## config.mk

```make
export PLATFORM = sky130hd
export DESIGN_NAME = uart_tx_frame_serializer_flat
export DESIGN_NICKNAME = d
export VERILOG_FILES = /design/src/rtl/uart_tx_frame_serializer_pkg.sv /design/src/rtl/uart_tx_frame_serializer_if.sv /design/src/rtl/uart_tx_frame_serializer_parity.sv /design/src/rtl/uart_tx_frame_serializer.sv /design/src/flat_wrapper.sv
export SDC_FILE = /design/constraint.sdc
export NUM_CORES = 1
export LEC_CHECK = 0
export CAP_MARGIN = 25
export CORE_MARGIN = 2
export CORE_UTILIZATION = 25
export CTS_BUF_LIST = sky130_fd_sc_hd__clkbuf_2 sky130_fd_sc_hd__clkbuf_4 sky130_fd_sc_hd__clkbuf_8
export DETAILED_ROUTE_END_ITERATION = 10
export PLACE_DENSITY_LB_ADDON = 0.08
export SLEW_MARGIN = 25
export SYNTH_ARGS = -nofsm -noshare
export SYNTH_HDL_FRONTEND = slang
export SYNTH_SLANG_ARGS = --single-unit
```

## constraint.sdc

```tcl
create_clock -name clk -period 2.7 [get_ports clk]
set_input_delay 0.54 -clock clk [delete_from_list [all_inputs] [get_ports clk]]
set_output_delay 0.54 -clock clk [all_outputs]
set_load 0.05 [all_outputs]
```

## src/rtl/uart_tx_frame_serializer_pkg.sv

```systemverilog
//==============================================================================
// uart_tx_frame_serializer_pkg : shared FSM states and parity-type constants
// Rev 1.0
//==============================================================================
`default_nettype none

package uart_tx_frame_serializer_pkg;

  typedef enum logic [2:0] {
    ST_IDLE   = 3'd0,
    ST_START  = 3'd1,
    ST_DATA   = 3'd2,
    ST_PARITY = 3'd3,
    ST_STOP   = 3'd4
  } tx_state_e;

  localparam logic PAR_EVEN = 1'b0;
  localparam logic PAR_ODD  = 1'b1;

endpackage

`default_nettype wire

```

## src/rtl/uart_tx_frame_serializer_if.sv

```systemverilog
//==============================================================================
// uart_tx_frame_serializer_if : command, mode, tick and line signals of the TX
// Rev 1.0
//==============================================================================
`default_nettype none

interface uart_tx_frame_serializer_if #(
  parameter int WIDTH = 8
);
  logic [WIDTH-1:0] data;
  logic             data_valid;
  logic             data_ready;
  logic             bit_tick;
  logic             par_en;
  logic             par_typ;
  logic             stop2;
  logic             msb_first;
  logic             tx_out;
  logic             busy;
  logic             frame_done;

  modport master (
    output data, data_valid, bit_tick, par_en, par_typ, stop2, msb_first,
    input  data_ready, tx_out, busy, frame_done
  );

  modport slave (
    input  data, data_valid, bit_tick, par_en, par_typ, stop2, msb_first,
    output data_ready, tx_out, busy, frame_done
  );
endinterface

`default_nettype wire

```

## src/rtl/uart_tx_frame_serializer_parity.sv

```systemverilog
//==============================================================================
// uart_tx_frame_serializer_parity : combinational parity of a word, even or odd
// Rev 1.0
//==============================================================================
`default_nettype none

module uart_tx_frame_serializer_parity
  import uart_tx_frame_serializer_pkg::*;
#(
  parameter int WIDTH = 8
) (
  input  logic [WIDTH-1:0] data,
  input  logic             par_typ,
  output logic             parity
);
  assign parity = (par_typ == PAR_ODD) ? ~^data : ^data;
endmodule

`default_nettype wire

```

## src/rtl/uart_tx_frame_serializer.sv

```systemverilog
//==============================================================================
// uart_tx_frame_serializer : one-deep holding buffer plus UART framing FSM
// Rev 1.0
//==============================================================================
`default_nettype none

module uart_tx_frame_serializer
  import uart_tx_frame_serializer_pkg::*;
#(
  parameter int WIDTH = 8
) (
  input  logic                        clk,
  input  logic                        rst_n,
  uart_tx_frame_serializer_if.slave   bus
);
  localparam int              CNT_W = $clog2(WIDTH);
  localparam logic [CNT_W-1:0] LAST = CNT_W'(WIDTH - 1);

  tx_state_e        state, state_nxt;
  logic [WIDTH-1:0] hold, hold_nxt, shreg, shreg_nxt;
  logic             hold_full, hold_full_nxt;
  logic [CNT_W-1:0] cnt, cnt_nxt;
  logic             stp, stp_nxt;
  logic             par_en_l, par_en_nxt;
  logic             stop2_l, stop2_nxt;
  logic             msb_l, msb_nxt;
  logic             parity_l, parity_nxt;
  logic             tx_r, tx_nxt;
  logic             done_r, done_nxt;
  logic             load;
  logic             hold_parity;

  uart_tx_frame_serializer_parity #(.WIDTH(WIDTH)) u_parity (
    .data    (hold),
    .par_typ (bus.par_typ),
    .parity  (hold_parity)
  );

  always_ff @(posedge clk or negedge rst_n) begin
    if (!rst_n) begin
      state     <= ST_IDLE;
      hold      <= '0;
      hold_full <= 1'b0;
      shreg     <= '0;
      cnt       <= '0;
      stp       <= 1'b0;
      par_en_l  <= 1'b0;
      stop2_l   <= 1'b0;
      msb_l     <= 1'b0;
      parity_l  <= 1'b0;
      tx_r      <= 1'b1;
      done_r    <= 1'b0;
    end else begin
      state     <= state_nxt;
      hold      <= hold_nxt;
      hold_full <= hold_full_nxt;
      shreg     <= shreg_nxt;
      cnt       <= cnt_nxt;
      stp       <= stp_nxt;
      par_en_l  <= par_en_nxt;
      stop2_l   <= stop2_nxt;
      msb_l     <= msb_nxt;
      parity_l  <= parity_nxt;
      tx_r      <= tx_nxt;
      done_r    <= done_nxt;
    end
  end

  always_comb begin
    state_nxt     = state;
    hold_nxt      = hold;
    hold_full_nxt = hold_full;
    shreg_nxt     = shreg;
    cnt_nxt       = cnt;
    stp_nxt       = stp;
    par_en_nxt    = par_en_l;
    stop2_nxt     = stop2_l;
    msb_nxt       = msb_l;
    parity_nxt    = parity_l;
    done_nxt      = 1'b0;
    load          = 1'b0;
    tx_nxt        = 1'b1;

    if (bus.data_valid && !hold_full) begin
      hold_nxt      = bus.data;
      hold_full_nxt = 1'b1;
    end

    case (state)
      ST_IDLE: begin
        if (hold_full) load = 1'b1;
      end
      ST_START: begin
        if (bus.bit_tick) begin
          state_nxt = ST_DATA;
          cnt_nxt   = '0;
        end
      end
      ST_DATA: begin
        if (bus.bit_tick) begin
          shreg_nxt = msb_l ? {shreg[WIDTH-2:0], 1'b0} : {1'b0, shreg[WIDTH-1:1]};
          cnt_nxt   = cnt + 1'b1;
          if (cnt == LAST) begin
            state_nxt = par_en_l ? ST_PARITY : ST_STOP;
            stp_nxt   = 1'b0;
          end
        end
      end
      ST_PARITY: begin
        if (bus.bit_tick) begin
          state_nxt = ST_STOP;
          stp_nxt   = 1'b0;
        end
      end
      ST_STOP: begin
        if (bus.bit_tick) begin
          if (stop2_l && !stp) begin
            stp_nxt = 1'b1;
          end else begin
            done_nxt = 1'b1;
            if (hold_full) load = 1'b1;
            else           state_nxt = ST_IDLE;
          end
        end
      end
      default: state_nxt = ST_IDLE;
    endcase

    // Loading snapshots the mode so later input changes cannot corrupt the frame.
    if (load) begin
      state_nxt     = ST_START;
      shreg_nxt     = hold;
      hold_full_nxt = 1'b0;
      cnt_nxt       = '0;
      stp_nxt       = 1'b0;
      par_en_nxt    = bus.par_en;
      stop2_nxt     = bus.stop2;
      msb_nxt       = bus.msb_first;
      parity_nxt    = hold_parity;
    end

    case (state_nxt)
      ST_IDLE:   tx_nxt = 1'b1;
      ST_START:  tx_nxt = 1'b0;
      ST_DATA:   tx_nxt = msb_nxt ? shreg_nxt[WIDTH-1] : shreg_nxt[0];
      ST_PARITY: tx_nxt = parity_nxt;
      ST_STOP:   tx_nxt = 1'b1;
      default:   tx_nxt = 1'b1;
    endcase
  end

  assign bus.tx_out     = tx_r;
  assign bus.busy       = (state != ST_IDLE);
  assign bus.data_ready = !hold_full;
  assign bus.frame_done = done_r;

endmodule

`default_nettype wire

```

## src/flat_wrapper.sv

```systemverilog
// flat-port wrapper written by rule: the top's interface ports become plain ports
module uart_tx_frame_serializer_flat import uart_tx_frame_serializer_pkg::*;
#(
  parameter int WIDTH = 8
)
  (clk, rst_n, bus_data, bus_data_valid, bus_bit_tick, bus_par_en, bus_par_typ, bus_stop2, bus_msb_first, bus_data_ready, bus_tx_out, bus_busy, bus_frame_done);
  uart_tx_frame_serializer_if #(.WIDTH(WIDTH)) bus_i ();
  input  logic clk;
  input  logic rst_n;
  input wire logic [$bits(bus_i.data)-1:0] bus_data;
  input wire logic [$bits(bus_i.data_valid)-1:0] bus_data_valid;
  input wire logic [$bits(bus_i.bit_tick)-1:0] bus_bit_tick;
  input wire logic [$bits(bus_i.par_en)-1:0] bus_par_en;
  input wire logic [$bits(bus_i.par_typ)-1:0] bus_par_typ;
  input wire logic [$bits(bus_i.stop2)-1:0] bus_stop2;
  input wire logic [$bits(bus_i.msb_first)-1:0] bus_msb_first;
  output wire logic [$bits(bus_i.data_ready)-1:0] bus_data_ready;
  output wire logic [$bits(bus_i.tx_out)-1:0] bus_tx_out;
  output wire logic [$bits(bus_i.busy)-1:0] bus_busy;
  output wire logic [$bits(bus_i.frame_done)-1:0] bus_frame_done;
  assign bus_i.data = bus_data;
  assign bus_i.data_valid = bus_data_valid;
  assign bus_i.bit_tick = bus_bit_tick;
  assign bus_i.par_en = bus_par_en;
  assign bus_i.par_typ = bus_par_typ;
  assign bus_i.stop2 = bus_stop2;
  assign bus_i.msb_first = bus_msb_first;
  assign bus_data_ready = bus_i.data_ready;
  assign bus_tx_out = bus_i.tx_out;
  assign bus_busy = bus_i.busy;
  assign bus_frame_done = bus_i.frame_done;
  uart_tx_frame_serializer #(.WIDTH(WIDTH)) u_core (.clk(clk), .rst_n(rst_n), .bus(bus_i));
endmodule
```

==> results.sh, run 1 <==
export IMPL_ys_ff_latch=30
export IMPL_port_buffers=19
export IMPL_grt_start_max_net_pins=31
export IMPL_cts_hold_buf=0
export IMPL_num_fill_cells=629
export IMPL_cts_sinks=30
export IMPL_fin_nets=195
export IMPL_p_sw_uw=988
export IMPL_finalClockSkew_ns=0.00903
export IMPL_p_leak_nw=0.830
export IMPL_syn_area_sq_mm=0.00155
export IMPL_grt_pass1_wl_microns=6290
export IMPL_crit_arrival_ns=1.84
export IMPL_post_route_util_pct=32.8
export IMPL_clk_pin_slew_worst_paths_ns=0.07
export IMPL_drc_errors=0
export IMPL_grt_total_usage_pct=12.7
export IMPL_synth_largest_area_cell="dfrtp_1"
export IMPL_grt_overflow_total=0
export IMPL_critPathLaunchType="register"
export IMPL_vias=1223
export IMPL_syn_nets=172
export IMPL_cp_endpoint="bus_busy"
export IMPL_reg2reg_slack_ns=0.70
export IMPL_ant_nets=0
export IMPL_hp_class="register to register"
export IMPL_drtIter0Drc=60
export IMPL_dp_hpwl_microns=2550
export IMPL_startpoint="u_core.state[2]"
export IMPL_power_internal_mw=1.53
export IMPL_setup_tns_final_ns=0
export IMPL_crit_path_end_kind="primary output"
export IMPL_power_frac_seq_pct=35.5
export IMPL_yosys_area_top_type_share_pct=46.9
export IMPL_routed_wl_microns=3570
export IMPL_core_area_sq_mm=0.00596
export IMPL_tightest_slew_ns=0.502
export IMPL_synth_async_reset_ratio_pct=100
export IMPL_cp_max_fo=10
export IMPL_r2r_cells=7
export IMPL_period_share_pct=88.1
export IMPL_r2r_start="u_core.cnt[0]"
export IMPL_clkPwrFrac_pct=18.5
export IMPL_root_buffer="clkbuf_8"
export IMPL_maxCapViolCount=0
export IMPL_hold_path_startpoint="u_core.parity_l"
export IMPL_cts_made_buffers=5
export IMPL_cts_resized=0
export IMPL_io_pins=20
export IMPL_antenna_found_initial=0
export IMPL_vdd_drop_max_mv=0.421
export IMPL_initial_core_util_pct=26.0
export IMPL_fin_ws_ns=0.323
export IMPL_n_antenna_cell=0
export IMPL_post_place_ws_ns=0.380
export IMPL_syn_area_per_cell_sq_um=10.1
export IMPL_synth_seq_area_share_pct=48.6
export IMPL_synth_cell_types=42
export IMPL_setup_viol=0
export IMPL_synth_area_leaders="dfrtp_1 (47%), mux2_2 (5.8%), nand2_1 (4.1%)"
export IMPL_sw_frac_of_total_pct=39.2
export IMPL_fin_worst_hold_slack_ns=0.510
export IMPL_fmax_mhz=421
export IMPL_p_comb_share_pct=46.0
export IMPL_yosys_warnings=0
export IMPL_via_per_inst=4.83
export IMPL_area_delta_synth_final_pct=26.0
export IMPL_crit_required_ns=2.16
export IMPL_cts_tree="done"
export IMPL_maxSlewViolCount=0
export IMPL_hold_violations=0
export IMPL_worstReg2RegEnd="u_core.bus.tx_out"
export IMPL_first_pass_iters=5
export IMPL_layout_drive_gt1_share_pct=14.6
export IMPL_power_mw=2.52
export IMPL_synth_top_cells_by_count="dfrtp_1 (29), nand2_1 (17), nor2_1 (16), mux2_2 (8)"
export IMPL_htree_levels=2
export IMPL_grt_pass1_vias=1283
export IMPL_rsz0062_at_grt="no"
export IMPL_period_minus_slack_ns=2.38
export IMPL_cts_path_max_buffers=2
export IMPL_outcome="complete, no violations"
export IMPL_synth_flop_cell="dfrtp_1"
export IMPL_die_x_microns=82.7
export IMPL_clk_latency_ns=0.28
export IMPL_wl_per_cell_microns=14.1
export IMPL_synthCells=154
export IMPL_synth_edf_count=0
export IMPL_slew_headroom_pct=66.4
export IMPL_cts_setup_buffers=0
export IMPL_die_y_microns=82.7
export IMPL_die_area_sq_mm=0.00684
export IMPL_gp_congestion=0.706
export IMPL_powerDensity_mw_per_mm2=1290
export IMPL_fp_row_count=28
export IMPL_yosysMostFrequentCell="dfrtp_1"
export IMPL_critPathKind="register to primary output"
critical path, stage by stage, from the launching register on:
cell and delay, ns:
dfrtp_1 0.52, inv_1 0.15, nand2_1 0.09, clkdlybuf4s50_1 0.79
how the worst min path moves through the flow:
stage,endpoint,slack [ns],cells after the start
2_1_floorplan,u_core.bus.frame_done,0.24,0
3_3_place_gp,u_core.parity_l,0.49,2
3_5_place_dp,u_core.parity_l,0.49,2
4_1_cts,u_core.parity_l,0.51,2
5_1_grt,u_core.parity_l,0.55,2
6_report,u_core.parity_l,0.51,2
cell type report:
cell class / instances / area (sq um) / share of cell area [%]
clock inverter: 1 / 30.0 / 1.54
timing repair buffer: 25 / 235 / 12.1
multi-input combinational: 110 / 737 / 37.8
tap: 75 / 93.8 / 4.81
sequential: 30 / 752 / 38.6
inverter: 5 / 18.8 / 0.962
clock buffer: 7 / 83.8 / 4.30
sequential cells by signal, summed over array words and instances, names as in the netlist:
| name | cells |
|---|---|
| u_core.hold | 8 |
| u_core.cnt | 3 |
| u_core.parity_l | 1 |
| u_core.bus.frame_done | 1 |
| u_core.shreg | 8 |
| u_core.state | 3 |
| u_core.bus.tx_out | 1 |
| u_core.msb_l | 1 |
| u_core.par_en_l | 1 |
| u_core.stp | 1 |
| u_core.hold_full | 1 |
| u_core.stop2_l | 1 |
placed cells by master (no fill, tap or decap), types with 6 or more instances in the layout:
master,n
mux2i_1,6
clkdlybuf4s50_1,19
xnor2_1,7
a221o_1,6
a21oi_1,7
nor2_1,16
buf_4,6
nand2_1,17
mux2_2,8
dfrtp_1,29
through the flow:
step	cell area [sq um]	cells
4_1_cts	1950	253
3_3_place_gp	1840	245
5_1_grt	1950	253
3_5_place_dp	1840	245
2_1_floorplan	1550	154
6_report	1950	253
power groups by stage:
stage / sequential, mW / clock, mW / combinational [mW]
after global routing: 0.935 / 0.502 / 1.30
after floorplan: 0.835 / 0 / 0.913
after detailed placement: 0.903 / 0 / 1.18
after CTS: 0.897 / 0.484 / 1.18
after global placement: 0.899 / 0 / 1.16
final: 0.894 / 0.465 / 1.16
kinds of logic after synthesis:
logic type                 Yosys count  share of synthesized area (%)
DFF                                 30                           48.6
AOI/OAI and AO/OA                   32                           14.2
and+or+nand+nor                     54                           17.5
muxes                               14                           9.70
buffers and inverters               14                           3.80
xor gates and xnor gates             8                           4.53
adders and majority gates            2                           1.62
layer usage:
layer	global-route usage, %	part of all wire [%]	up-vias
li1	-	-	594
met5	0	0	-
met3	4.78	4.3	7
met2	18.4	45	29
met4	5.41	2.2	0
met1	16.8	48	593
(Power assumes the default switching activity.)
==> run 2, diff against run 1 <==
--- a/config.mk
+++ b/config.mk
@@ -14,4 +14,5 @@
 export SLEW_MARGIN = 25
 export SYNTH_ARGS = -nofsm -noshare
 export SYNTH_HDL_FRONTEND = slang
+export SYNTH_HIERARCHICAL = 1
 export SYNTH_SLANG_ARGS = --single-unit
==> results.sh, run 2 <==
export IMPL_grt_start_max_net_pins=31
export IMPL_die_area_sq_mm=0.00682
export IMPL_synthCells=146
export IMPL_port_buffers=19
export IMPL_grt_use_met3_pct=3.59
export IMPL_period_share_pct=88.7
export IMPL_setup_tns_final_ns=0
export IMPL_antenna_found_initial=0
export IMPL_grt_busiest_layer="met2"
export IMPL_p_leak_nw=0.797
export IMPL_first_pass_iters=4
export IMPL_yosysMostFrequentCell="dfrtp_1"
export IMPL_syn_nets=164
export IMPL_tightest_slew_ns=0.620
export IMPL_grt_overflow_total=0
export IMPL_hold_path_startpoint="u_core/cnt[0]"
export IMPL_ant_nets=0
export IMPL_io_pins=20
export IMPL_use_met1_pct=13.3
export IMPL_synth_flop_cell="dfrtp_1"
export IMPL_r2r_cells=6
export IMPL_hold_end="u_core/cnt[0]"
export IMPL_clk_pin_slew_worst_paths_ns=0.06
export IMPL_maxSlewViolCount=0
export IMPL_powerDensity_mw_per_mm2=1250
export IMPL_cts_setup_buffers=0
export IMPL_path_cells="or3_1, clkdlybuf4s50_1"
export IMPL_yosys_warnings=6
export IMPL_synth_largest_area_cell="dfrtp_1"
export IMPL_cts_path_max_buffers=2
export IMPL_drtIter0Drc=53
export IMPL_yosys_area_top_type_share_pct=47.0
export IMPL_crit_arrival_ns=1.85
export IMPL_final_cell_mix="dfrtp_1 (29), clkdlybuf4s50_1 (19), nor2_1 (13)"
export IMPL_wl_per_cell_microns=13.1
export IMPL_grt_pass1_vias=1160
export IMPL_fmax_mhz=418
export IMPL_num_fill_cells=636
export IMPL_n_antenna_cell=0
export IMPL_synth_top_cells_by_count="dfrtp_1 (29), nor2_1 (13), nand2_1 (12), a21oi_1 (10)"
export IMPL_fin_nets=184
export IMPL_reg_top3="u_core/hold (8), u_core/shreg (8)"
export IMPL_syn_area_per_cell_sq_um=10.6
export IMPL_dp_hpwl_microns=2280
export IMPL_worst_path_max_delay_cell="clkdlybuf4s50_1"
export IMPL_clk_latency_ns=0.28
export IMPL_cts_made_buffers=5
export IMPL_cts_resized=0
export IMPL_hold_violations=0
export IMPL_htree_levels=2
export IMPL_drc_errors=0
export IMPL_hp_class="register to register"
export IMPL_grt_total_usage_pct=11.0
export IMPL_maxCapViolCount=0
export IMPL_cp_max_fo=10
export IMPL_multi_input_area_sq_um=703
export IMPL_period_minus_slack_ns=2.39
export IMPL_area_delta_synth_final_pct=22.2
export IMPL_synth_edf_count=0
export IMPL_cp_slowest_stage_delay_ns=0.70
export IMPL_vias=1103
export IMPL_cts_sinks=30
export IMPL_gp_congestion=0.785
export IMPL_die_x_microns=82.6
export IMPL_crit_required_ns=2.16
export IMPL_via_per_inst=4.56
export IMPL_root_buffer="clkbuf_8"
export IMPL_grt_pass1_wl_microns=5510
export IMPL_final_common_cell="dfrtp_1"
export IMPL_synth_seq_area_share_pct=48.7
export IMPL_synth_cell_types=40
export IMPL_reg2reg_slack_ns=0.94
export IMPL_slew_headroom_pct=58.5
export IMPL_holdPathStages=1
export IMPL_rsz0062_at_grt="no"
export IMPL_synth_area_leaders="dfrtp_1 (47%), mux2_2 (5.8%), mux2i_1 (4.5%)"
export IMPL_critPathKind="register to primary output"
export IMPL_crit_path_end_kind="primary output"
export IMPL_r2r_start="u_core/stop2_l"
export IMPL_routed_wl_microns=3160
export IMPL_synth_async_reset_ratio_pct=100
export IMPL_setup_viol=0
export IMPL_regArea_sq_um=752
export IMPL_die_y_microns=82.6
export IMPL_critPathLaunchType="register"
export IMPL_vdd_drop_max_mv=0.499
export IMPL_cts_hold_buf=0
export IMPL_fin_worst_hold_slack_ns=0.486
export IMPL_initial_core_util_pct=25.9
export IMPL_finalClockSkew_ns=0.00593
export IMPL_worstReg2RegEnd="u_core/bus.tx_out"
export IMPL_outcome="complete, no violations"
export IMPL_syn_area_sq_mm=0.00154
export IMPL_layout_drive_gt1_share_pct=16.8
export IMPL_use_met2_pct=18.1
export IMPL_cts_tree="done"
export IMPL_ys_ff_latch=30
export IMPL_fp_row_count=28
export IMPL_core_area_sq_mm=0.00596
## run 2: cell types whose count changed after synthesis, sizes merged, moves of 4 or more
cell,previous run,this run
o21ai,5,15
a221o,6,0
nand2,17,12
a21oi,7,11
a31oi,4,0
nor2,17,13
nor3,4,0
## run 2: worst max-delay path by stage
stage,startpoint,end,slack (ns),depth (start not counted)
6_report,u_core/state[1],bus_busy,0.31,2
3_5_place_dp,bus_bit_tick,u_core/bus.tx_out,0.29,7
4_1_cts,u_core/state[1],bus_busy,0.29,2
5_1_grt,u_core/state[1],bus_busy,0.20,2
2_1_floorplan,u_core/state[1],bus_busy,1.09,2
3_3_place_gp,bus_bit_tick,u_core/bus.tx_out,0.34,7
## run 2: per-stage QoR
step | setup WS [ns] | cells | cell area [sq um] | util (%) | power (mW)
after global placement | 0.336 | 234 | 1790 | 30.1 | 2.00
after global routing | 0.196 | 242 | 1890 | 31.7 | 2.57
after detailed placement | 0.294 | 234 | 1790 | 30.1 | 2.00
after CTS | 0.292 | 242 | 1890 | 31.7 | 2.40
final | 0.306 | 242 | 1890 | 31.7 | 2.36
after floorplan | 1.09 | 146 | 1540 | - | 1.77
## run 2: area by class of cell
cell class / count / share of cell area (%)
Clock buffer: 7 / 4.77
Clock inverter: 1 / 0.265
Inverter: 6 / 1.19
Multi-Input combinational cell: 100 / 37.3
Sequential cell: 30 / 39.9
Tap cell: 75 / 4.97
Timing Repair Buffer: 23 / 11.7
## run 2: logic make-up after synthesis
group / after synthesis / synth area share, %
AO/OA/AOI/OAI: 31 / 11.5
flip-flops: 30 / 48.7
adder cells (fa/ha/maj): 2 / 1.62
XOR/XNOR: 7 / 5.35
multiplexers: 18 / 12.8
buffers and inverters: 16 / 5.75
AND/OR/NAND/NOR: 42 / 14.3
## run 2: worst max-delay path, delay by kind of cell, from the launching register on
family / cells / cell delay (ns)
buffers and inverters: 1 / 0.70
flip-flops: 1 / 0.48
AND/OR/NAND/NOR: 1 / 0.40
## run 2: routing by layer
| layer | share of wire (%) | wire, microns | up-vias |
|---|---|---|---|
| met4 | 1.7 | 55 | 0 |
| li1 | - | - | 547 |
| met3 | 4.1 | 129 | 5 |
| met2 | 49 | 1550 | 19 |
| met1 | 45 | 1430 | 532 |
| met5 | 0 | 0 | - |
## run 2: power breakdown
group,leakage (nW),internal (mW),switching (mW)
registers,0.371,0.660,0.220
logic,0.374,0.565,0.528
clock network,0.0517,0.215,0.166
